**config.mk**
```make
export PLATFORM = sky130hd
export DESIGN_NAME = can_resp_timeout_ctrl
export DESIGN_NICKNAME = d
export VERILOG_FILES = /design/src/rtl/can_resp_timeout_ctrl.sv
export SDC_FILE = /design/constraint.sdc
export NUM_CORES = 1
export LEC_CHECK = 0
export BUFFER_PORTS_ARGS = -buffer_cell sky130_fd_sc_hd__buf_2
export CAP_MARGIN = 20
export CORE_AREA = 2 2 47 49
export CTS_BUF_LIST = sky130_fd_sc_hd__clkbuf_8
export DETAILED_ROUTE_END_ITERATION = 10
export DIE_AREA = 0 0 49 51
export PLACE_DENSITY_LB_ADDON = 0.15
export SYNTH_ARGS = -nofsm -noshare
export SYNTH_HDL_FRONTEND = slang
export SYNTH_SLANG_ARGS = --single-unit
```
**constraint.sdc**
```tcl
create_clock -name clk -period 4.04 [get_ports clk]
set_input_delay 1.01 -clock clk [delete_from_list [all_inputs] [get_ports clk]]
set_output_delay 1.01 -clock clk [all_outputs]
set_load 0.01 [all_outputs]
```
**src/rtl/can_resp_timeout_ctrl.sv**
```systemverilog
// Per-request response supervisor: transmit, supervise the response window through the
// external timeout timer, retransmit on timeout, and report an error once retries run out.
//
// state     | meaning
// IDLE      | no transaction; req_ready follows !timeoutrst
// SEND      | one-cycle tx_start pulse
// WAIT_TX   | timer running, waiting for the frame to leave
// WAIT_RESP | timer running, waiting for the response
// CLEAR     | timer disabled until its flag drops (at least 2 cycles)
module can_resp_timeout_ctrl #(
  parameter int MAX_RETRY = 3,
  parameter int BUS_ID_W  = 5
) (
  input  logic                clk,
  input  logic                rst,
  input  logic                req_valid,
  input  logic [BUS_ID_W-1:0] req_bus_id,
  output logic                req_ready,
  output logic                tx_start,
  input  logic                tx_done,
  input  logic                rx_resp,
  output logic                entimeout,
  input  logic                timeoutrst,
  output logic                busy,
  output logic                done,
  output logic                err,
  output logic [BUS_ID_W-1:0] err_bus_id,
  output logic [3:0]          retry_cnt
);

  typedef enum logic [2:0] {IDLE, SEND, WAIT_TX, WAIT_RESP, CLEAR} state_t;

  localparam logic [3:0] MAX_R     = 4'(MAX_RETRY);
  localparam logic [1:0] GUARD_LD  = 2'd1;

  state_t              state, state_nxt;
  logic [BUS_ID_W-1:0] bus_id, bus_id_nxt, err_bus_id_nxt;
  logic [1:0]          guard, guard_nxt;
  logic [3:0]          retry_cnt_nxt;
  logic                req_ready_nxt, tx_start_nxt, entimeout_nxt, busy_nxt, done_nxt, err_nxt;
  logic                accept, resp_hit, tmo_hit, retry_ok;

  assign accept   = (state == IDLE) && req_valid && req_ready;
  assign resp_hit = rx_resp && (state inside {WAIT_TX, WAIT_RESP, CLEAR});
  // a response in the same cycle as the timeout wins
  assign tmo_hit  = timeoutrst && !rx_resp && (state inside {WAIT_TX, WAIT_RESP});
  assign retry_ok = retry_cnt < MAX_R;

  always_ff @(posedge clk) begin
    if (!rst) begin
      state      <= IDLE;
      bus_id     <= '0;
      guard      <= '0;
      req_ready  <= 1'b0;
      tx_start   <= 1'b0;
      entimeout  <= 1'b0;
      busy       <= 1'b0;
      done       <= 1'b0;
      err        <= 1'b0;
      err_bus_id <= '0;
      retry_cnt  <= '0;
    end else begin
      state      <= state_nxt;
      bus_id     <= bus_id_nxt;
      guard      <= guard_nxt;
      req_ready  <= req_ready_nxt;
      tx_start   <= tx_start_nxt;
      entimeout  <= entimeout_nxt;
      busy       <= busy_nxt;
      done       <= done_nxt;
      err        <= err_nxt;
      err_bus_id <= err_bus_id_nxt;
      retry_cnt  <= retry_cnt_nxt;
    end
  end

  always_comb begin
    state_nxt = state;
    unique case (state)
      IDLE:      if (accept) state_nxt = SEND;
      SEND:      state_nxt = WAIT_TX;
      WAIT_TX: begin
        if (resp_hit)     state_nxt = IDLE;
        else if (tmo_hit) state_nxt = retry_ok ? CLEAR : IDLE;
        else if (tx_done) state_nxt = WAIT_RESP;
      end
      WAIT_RESP: begin
        if (resp_hit)     state_nxt = IDLE;
        else if (tmo_hit) state_nxt = retry_ok ? CLEAR : IDLE;
      end
      CLEAR: begin
        if (resp_hit)                          state_nxt = IDLE;
        else if (guard == 2'd0 && !timeoutrst) state_nxt = SEND;
      end
      default:   state_nxt = IDLE;
    endcase
  end

  // Outputs are registered, so they are derived from the state being entered.
  always_comb begin
    req_ready_nxt  = (state_nxt == IDLE) && !timeoutrst;
    tx_start_nxt   = (state_nxt == SEND);
    entimeout_nxt  = (state_nxt inside {WAIT_TX, WAIT_RESP});
    busy_nxt       = (state_nxt != IDLE);
    done_nxt       = resp_hit;
    err_nxt        = tmo_hit && !retry_ok;
    err_bus_id_nxt = err_nxt ? bus_id : err_bus_id;
    bus_id_nxt     = accept ? req_bus_id : bus_id;

    retry_cnt_nxt = retry_cnt;
    if (accept)
      retry_cnt_nxt = 4'd0;
    else if (tmo_hit && retry_ok)
      retry_cnt_nxt = retry_cnt + 4'd1;

    // guard down-counter: reloaded outside CLEAR, terminal count 0 permits exit
    guard_nxt = guard;
    if (state != CLEAR)
      guard_nxt = GUARD_LD;
    else if (guard != 2'd0)
      guard_nxt = guard - 2'd1;
  end

endmodule

```
# Word level (Yosys, flattened, before mapping)

Cells that the tools add are included.

Logic and storage cells: 59
Input bits: 11
Register bits: 25

$add $sub $neg: 2
Mux-type cells: 12
Equality and inequality tests: 8
Reduce and logical (&&, ||, !) cells: 23
Magnitude comparators: 1
Bitwise operators: 1

Operator list:

| operator                                                    | count |
|---|---|
| 2-to-1 mux 3 bit                                            | 9 |
| case mux 3 bit (5 select lines)                             | 1 |
| equality test 3 x 2 -> 1 bit (second input constant)        | 4 |
| logical AND 1 bit                                           | 9 |
| nonzero test 2 bit                                          | 4 |
| equality test 3 x 1 -> 1 bit (second input constant)        | 2 |
| zero test 3 bit                                             | 2 |
| nonzero test 3 bit                                          | 2 |
| adder 4 x 1 -> 4 bit (second input constant)                | 1 |
| less-than comparator 4 x 2 -> 1 bit (second input constant) | 1 |
| OR reduction 2 bit                                          | 2 |
| equality test 3 bit (second input constant)                 | 1 |
| zero test 1 bit                                             | 3 |
| != test 3 bit (second input constant)                       | 1 |
| zero test 2 bit                                             | 1 |
| 2-to-1 mux 1 bit                                            | 2 |
| subtractor 2 x 1 -> 2 bit (second input constant)           | 1 |
| NOT 1 bit                                                   | 1 |

# Logic depth before layout (Yosys ltp)

Gate-level depths: netlist of the first run.

Depth after elaboration: 8
Depth in mapped cells: 6

# Worst setup path after synthesis of the first run

No wires, ideal clock.

Path kind: input -> register
Start: in rx_resp
End: reg err_bus_id[0]
Setup slack: 2.019 ns
Path buffers: 0
Arrival: 1.893 ns
Library setup time: 0.128 ns
Stages: 4
Cells stage by stage: and2b_2 nor3b_2 mux2i_1 nor2_1

Longest elaborated chain between the ends: 4

Ends and longest elaborated chain:

| item                           | RTL line | text |
|---|---|---|
| start: declaration             | 21       | `input logic rx_resp,` |
| zero test 1 bit                | 46       | `assign tmo_hit = timeoutrst && !rx_resp && (state inside {WAIT_TX, WAIT_RESP});` |
| logical AND 1 bit (2 in a row) | 46       |  |
| logical AND 1 bit              | 106      | `err_nxt = tmo_hit && !retry_ok;` |
| end signal: assignment         | 72       | `err_bus_id <= err_bus_id_nxt;` |
| end: declaration               | 27       | `output logic [BUS_ID_W-1:0] err_bus_id,` |

Every way passes these cells.
A chain may end at the register's enable or synchronous reset.

# Worst setup path in the final report of the first run

Start: in rx_resp
End: reg err_bus_id[4]

The elaborated chain is that of the path after synthesis.

==> results.yml, run 1 <==
outcome:
  outcome: "complete, no violations"
synthesis:
  seq_area_frac_synth_pct: 52.1
  async_flop_share_pct: 0
  ys_warn_count: 0
  synth_edf_count: 0
  synthCells: 103
  syn_area_per_cell_um2: 9.33
  synthFlopType: "dfxtp_1"
  synth-seq-cells: 25
  yosys.area.top_type: "dfxtp_1"
  syn_area_um2: 961
  syn-num-nets: 116
  synth_cell_type_count: 31
  synthTopCellsByCount: "dfxtp_1, nor2_1, nand2_1"
  synth_top_area_share_pct: 52.1
  synth.area.top_cells: "dfxtp_1, mux2i_1, nor2_1"
  yosys.cell_count.top_type: "dfxtp_1"
critical_path:
  worst_ep_required_time_ps: 4180
  startpoint_type: "input port"
  critPathCaptureType: "flop"
  crit_start: "rx_resp"
  reg2reg_from: "retry_cnt[0]$_SDFFE_PP0P_"
  cp_max_fo: 6
  crit_type: "input port to flop"
  arrival_ps: 2180
routing:
  wl_per_cell_um: 11.6
  vias_per_cell: 5.08
  vias: 803
  drt_iter0_drc: 16
  drc: 0
  dr.pass1.iters: 4
  routed_wl_mm: 1.84
  drtAntennaViolNets: 0
global_routing:
  grt_max_degree: 16
  grt_pass1_vias: 698
  grt.overflow.total: 0
  antenna_found_initial: 0
  track_usage_pct: 16.0
  grt_pass1_wl_mm: 3.07
clock_tree:
  post_cts_buffers: 0
  cts.clk_slew.worst_paths_ps: 80
  hold_buffers: 0
  cts_resized: 0
  htreeDepth: 1
  worstSkewPairLatency_ps: 260
  cts-root-buf: "clkbuf_8"
  clockBufferDepth: 2
  cts.sinks: 25
  cts_tree: "built"
  numCtsBuffers: 3
cells_and_area:
  fin_nets: 144
  fill_cells: 203
  final_layout_size_suffix_gt1_share_pct: 26.9
  final-seq-area_um2: 500
  n_antenna_cell: 0
  area_growth_pct: 20.4
  multi_input_area_um2: 440
die:
  die_y_um: 51
  start_util_pct: 46.6
  dieWidth_um: 49
  core_um2: 2060
  dieArea_um2: 2500
  ios: 26
  rows: 17
place:
  port_buffers: 25
  place_congestion: 0.776
  dpl.hpwl_mm: 1.36
  pre_cts_ws_ps: 1730
timing:
  slew_violations: 0
  layout_setup_ws_ps: 2000
  fin_hold_ws_ps: 465
  hold_viol: 0
  fin_crit_ps: 2040
  worst_slew_pin_slew_ps: 899
  setup_viol: 0
  finalCritPeriodShare_pct: 50.5
  rsz0062_at_grt: "no"
  slew_headroom_pct: 39.5
  max_freq_ghz: 0.490
  finalClockSkew_ps: 5.00
  finalSetupTns_ps: 0
power_and_ir_drop:
  leakage_nw: 0.513
  ir_worst_vdd_mv: 0.273
  p_per_area_nw_per_um2: 366
min_path:
  hp-class: "flop to flop"
  hp-start: "bus_id[0]$_SDFFE_PN0P_"
run:
  maxCapViolCount: 0
==> critical path, cell delays in order <==
cell     delay (ps)
buf_2           120
and2b_2         240
nor3b_2         490
mux2i_1         260
nor2_1           50
==> through the flow <==
step | std cells | total power, mW | area (um^2) | utilization (%)
3_5_place_dp | 154 | 0.290 | 1110 | 53.9
4_1_cts | 158 | 0.429 | 1160 | 56.1
6_report | 158 | 0.424 | 1160 | 56.1
5_1_grt | 158 | 0.445 | 1160 | 56.1
3_3_place_gp | 154 | 0.290 | 1110 | 53.9
2_1_floorplan | 103 | 0.278 | 961 | -
==> per-layer routing <==
layer,routed length [um],vias up,global-route usage [%]
met4,10,0,4.29
met2,875,15,28.3
li1,-,408,-
met5,0,-,0
met3,57,2,2.63
met1,892,378,20.3
==> final cells by class <==
| class | count | share of cell area (%) |
|---|---|---|
| Clock inverter | 1 | 0.324 |
| Tap cell | 28 | 3.03 |
| Sequential cell | 25 | 43.2 |
| Multi-Input combinational cell | 73 | 38.1 |
| Inverter | 3 | 0.973 |
| Clock buffer | 3 | 3.57 |
| Timing Repair Buffer | 25 | 10.8 |
==> logic make-up (layout without fill, tap and decap cells) <==
family                     Yosys count  count (layout)  synth area share [%]
and+or+nand+nor                     48              48                  25.1
DFF                                 25              25                  52.1
AOI/OAI and AO/OA                   15              15                  10.0
muxes                                6               6                  6.25
buffers and inverters                5              32                  2.08
adders and majority gates            2               2                  2.60
xor gates and xnor gates             2               2                  1.82
==> registers in the layout (all words and copies together), names as in the netlist <==
signal / count
err_bus_id: 5
tx_start: 1
busy: 1
bus_id: 5
err: 1
state: 3
req_ready: 1
entimeout: 1
retry_cnt: 4
done: 1
guard: 2
==> placed cells by master, fill, tap and decap left out <==
cell type and instances:
a21oi_1 8, a22oi_1 1, a32oi_1 1, a41oi_1 1
and2_1 1, and2_2 1, and2b_2 2, and3_1 2
buf_2 25, clkbuf_8 3, dfxtp_1 25, ha_1 2
inv_1 4, mux2i_1 6, nand2_1 13, nand2b_1 1
nand2b_2 1, nand3_1 1, nor2_1 16, nor2b_1 1
nor3_1 5, nor3b_2 1, nor4_1 1, o211ai_1 1
o21ai_0 1, o21ai_2 1, o32a_1 1, or3b_4 1
or4_1 1, xnor2_1 1, xor2_1 1
==> power by group <==
group | internal [mW] | leakage, nW | switching (mW)
clock network | 0.0677 | 0.0269 | 0.0720
registers | 0.251 | 0.203 | 0.00320
logic | 0.0127 | 0.283 | 0.0171
==> final timing paths <==
path                                                    to  slack (ps)  cells past startpoint
worst max-delay path            err_bus_id[4]$_SDFFE_PN0P_        2000                      5
worst min-delay path                bus_id[0]$_SDFFE_PN0P_         470                      2
worst max register to register  err_bus_id[4]$_SDFFE_PN0P_        2480                      5
worst min register to register      bus_id[0]$_SDFFE_PN0P_         470                      2
Note: power is estimated with default switching activity, not from simulation.
==> run 2, diff against run 1 <==
ABC_AREA = 1   (was not set)
CORE_AREA = 2 2 50 52   (was 2 2 47 49)
DIE_AREA = 0 0 52 54   (was 0 0 49 51)
clock period = 1.8 ns   (was 4.04 ns; I/O delays follow)
==> run 2 against run 1 <==
Effect of this change:
- total power rose by 130%
- combinational power grew to 2.6 times the previous value
- non-clock buffer count unchanged
- routed wire length is 5.3% higher
- synthesized cell count is 25% higher
- cell area up 6.5%
- critical path type is now flop to flop
- largest power group unchanged
==> results.yml, run 2 <==
outcome:
  outcome: "complete, no violations"
power_and_ir_drop:
  leakage_nw: 0.639
  power.total_mw: 0.964
  p_per_area_nw_per_um2: 782
  ir_worst_vdd_mv: 0.526
timing:
  hold_viol: 0
  finalClockSkew_ps: 3.66
  layout_setup_ws_ps: 473
  fin_crit_ps: 1330
  max_freq_ghz: 0.754
  finalSetupTns_ps: 0
  finalCritPeriodShare_pct: 73.7
  slew_headroom_pct: 82.6
  worst_slew_pin_slew_ps: 260
  slew_violations: 0
  setup_viol: 0
  rsz0062_at_grt: "no"
synthesis:
  seq_area_frac_synth_pct: 48.7
  async_flop_share_pct: 0
  synth_cell_type_count: 22
  syn-num-nets: 142
  yosys.cell_count.top_type: "nor2_1"
  syn_area_um2: 1030
  synth_edf_count: 0
  synthCells: 129
  synthFlopType: "dfxtp_1"
  synth-seq-cells: 25
  syn_area_per_cell_um2: 7.97
  synth.area.top_cells: "dfxtp_1, nor2_1, inv_1"
  synthTopCellsByCount: "nor2_1, dfxtp_1, inv_1"
  yosys.area.top_type: "dfxtp_1"
  ys_warn_count: 0
  synth_top_area_share_pct: 48.7
clock_tree:
  clockBufferDepth: 2
  cts_resized: 0
  post_cts_buffers: 0
  hold_buffers: 0
  htreeDepth: 1
  cts.sinks: 25
  cts_tree: "built"
  cts-root-buf: "clkbuf_8"
  numCtsBuffers: 3
  cts.clk_slew.worst_paths_ps: 80
  worstSkewPairLatency_ps: 260
critical_path:
  cp_max_fo: 5
  max_stage_delay_ps: 330
  crit_type: "flop to flop"
  arrival_ps: 1480
  crit_family: "simple AND/OR/NAND/NOR gates"
  cp_cell_sequence: "inv_1 > ha_1 > inv_1 > nor2_1 > nand3_1 > nand2_1 > nand2_1 > nand2_2 > nor2_2 > nor2_2"
  cp_slowest_cell: "dfxtp_1"
  startpoint_type: "flop"
  critPathCaptureType: "flop"
  path_buf_inv: 2
  worst_ep_required_time_ps: 1950
global_routing:
  grt_max_degree: 16
  grt.overflow.total: 0
  grt_pass1_vias: 813
  antenna_found_initial: 0
  track_usage_pct: 16.4
  grt_pass1_wl_mm: 3.31
cells_and_area:
  post-route-cell-area_um2: 1230
  fin_nets: 171
  final_layout_size_suffix_gt1_share_pct: 31.8
  top_regs: "bus_id (5), err_bus_id (5), retry_cnt (4)"
  n_antenna_cell: 0
  final_common_cell: "nor2_1"
  layout_common_cells: "nor2_1, dfxtp_1, buf_2"
  area_growth_pct: 19.8
place:
  pre_cts_ws_ps: 314
  port_buffers: 25
  place_congestion: 0.859
  dpl_cell_area_um2: 1190
  dpl.hpwl_mm: 1.54
routing:
  wl_per_cell_um: 10.3
  routed_wl_mm: 1.93
  vias_per_cell: 4.70
  dr.pass1.iters: 4
  drtAntennaViolNets: 0
  vias: 879
  drc: 0
  drt_iter0_drc: 7
min_path:
  hp-class: "input port to flop"
die:
  core_um2: 2320
  start_util_pct: 44.3
  dieArea_um2: 2810
  ios: 26
  dieWidth_um: 52
  die_y_um: 54
  rows: 18
run:
  maxCapViolCount: 0
## run 2: cell count changes in the layout (fill, tap and decap cells not counted), sizes merged, moves of 3 or more
cell and change:
nand2 +8, a21oi -6, mux2i -6, o21ai +9
nor2 +22, inv +15, nand3 +3
## run 2: stage by stage
step                utilization [%]  hold slack, ps  instances
floorplan                         -             456        129
global placement               51.2             435        183
detailed placement             51.2             445        183
CTS                            53.1             428        187
global route                   53.1             461        187
finish                         53.1             431        187
## run 2: cell type report
cell class | instances | area (um^2)
fillers | 231 | 1090
flip-flops and latches | 25 | 500
inverters | 18 | 67.6
clock buffers | 3 | 41.3
repair buffers | 25 | 125
multi-input cells | 85 | 457
clock inverters | 1 | 3.75
well taps | 30 | 37.5
## run 2: report_power, final
group	total [mW]	internal (mW)	switching (mW)	leakage [nW]
Sequential	0.574	0.566	0.00747	0.203
Clock	0.313	0.152	0.161	0.0269
Combinational	0.0772	0.0295	0.0477	0.409
Total	0.964	0.748	0.216	0.639
## run 2: routing by layer
metal  routed length [um]  GRT usage (%)  share of wire, %
met1                  803           18.3                42
met5                    0              0                 0
met3                   77           3.33               4.0
met2                  993           28.3                51
met4                   60           11.0               3.1
## run 2: final timing paths
kind | start | to | slack, ps | cells after the start
setup / recovery | guard[0]$_SDFFE_PN0P_ | busy$_SDFF_PN0_ | 470 | 10
hold / removal | req_bus_id[1] | bus_id[1]$_SDFFE_PN0P_ | 430 | 3
setup reg to reg | guard[0]$_SDFFE_PN0P_ | busy$_SDFF_PN0_ | 470 | 10
hold reg to reg | retry_cnt[2]$_SDFFE_PP0P_ | retry_cnt[2]$_SDFFE_PP0P_ | 450 | 2
## run 2: worst reg2reg max path: cells and delay by family, from the launching register on
family	cells	cell delay, ps
simple gates	7	500
flops	1	330
fa+ha+maj	1	210
buf+inv	2	190
## run 2: kinds of logic after synthesis
family | Yosys count | share of synthesized area, %
and+or+nand+nor | 67 | 32.8
DFF | 25 | 48.7
buffers and inverters | 19 | 6.93
AOI/OAI and AO/OA | 15 | 8.27
adders and majority gates | 2 | 2.43
xor gates and xnor gates | 1 | 0.852
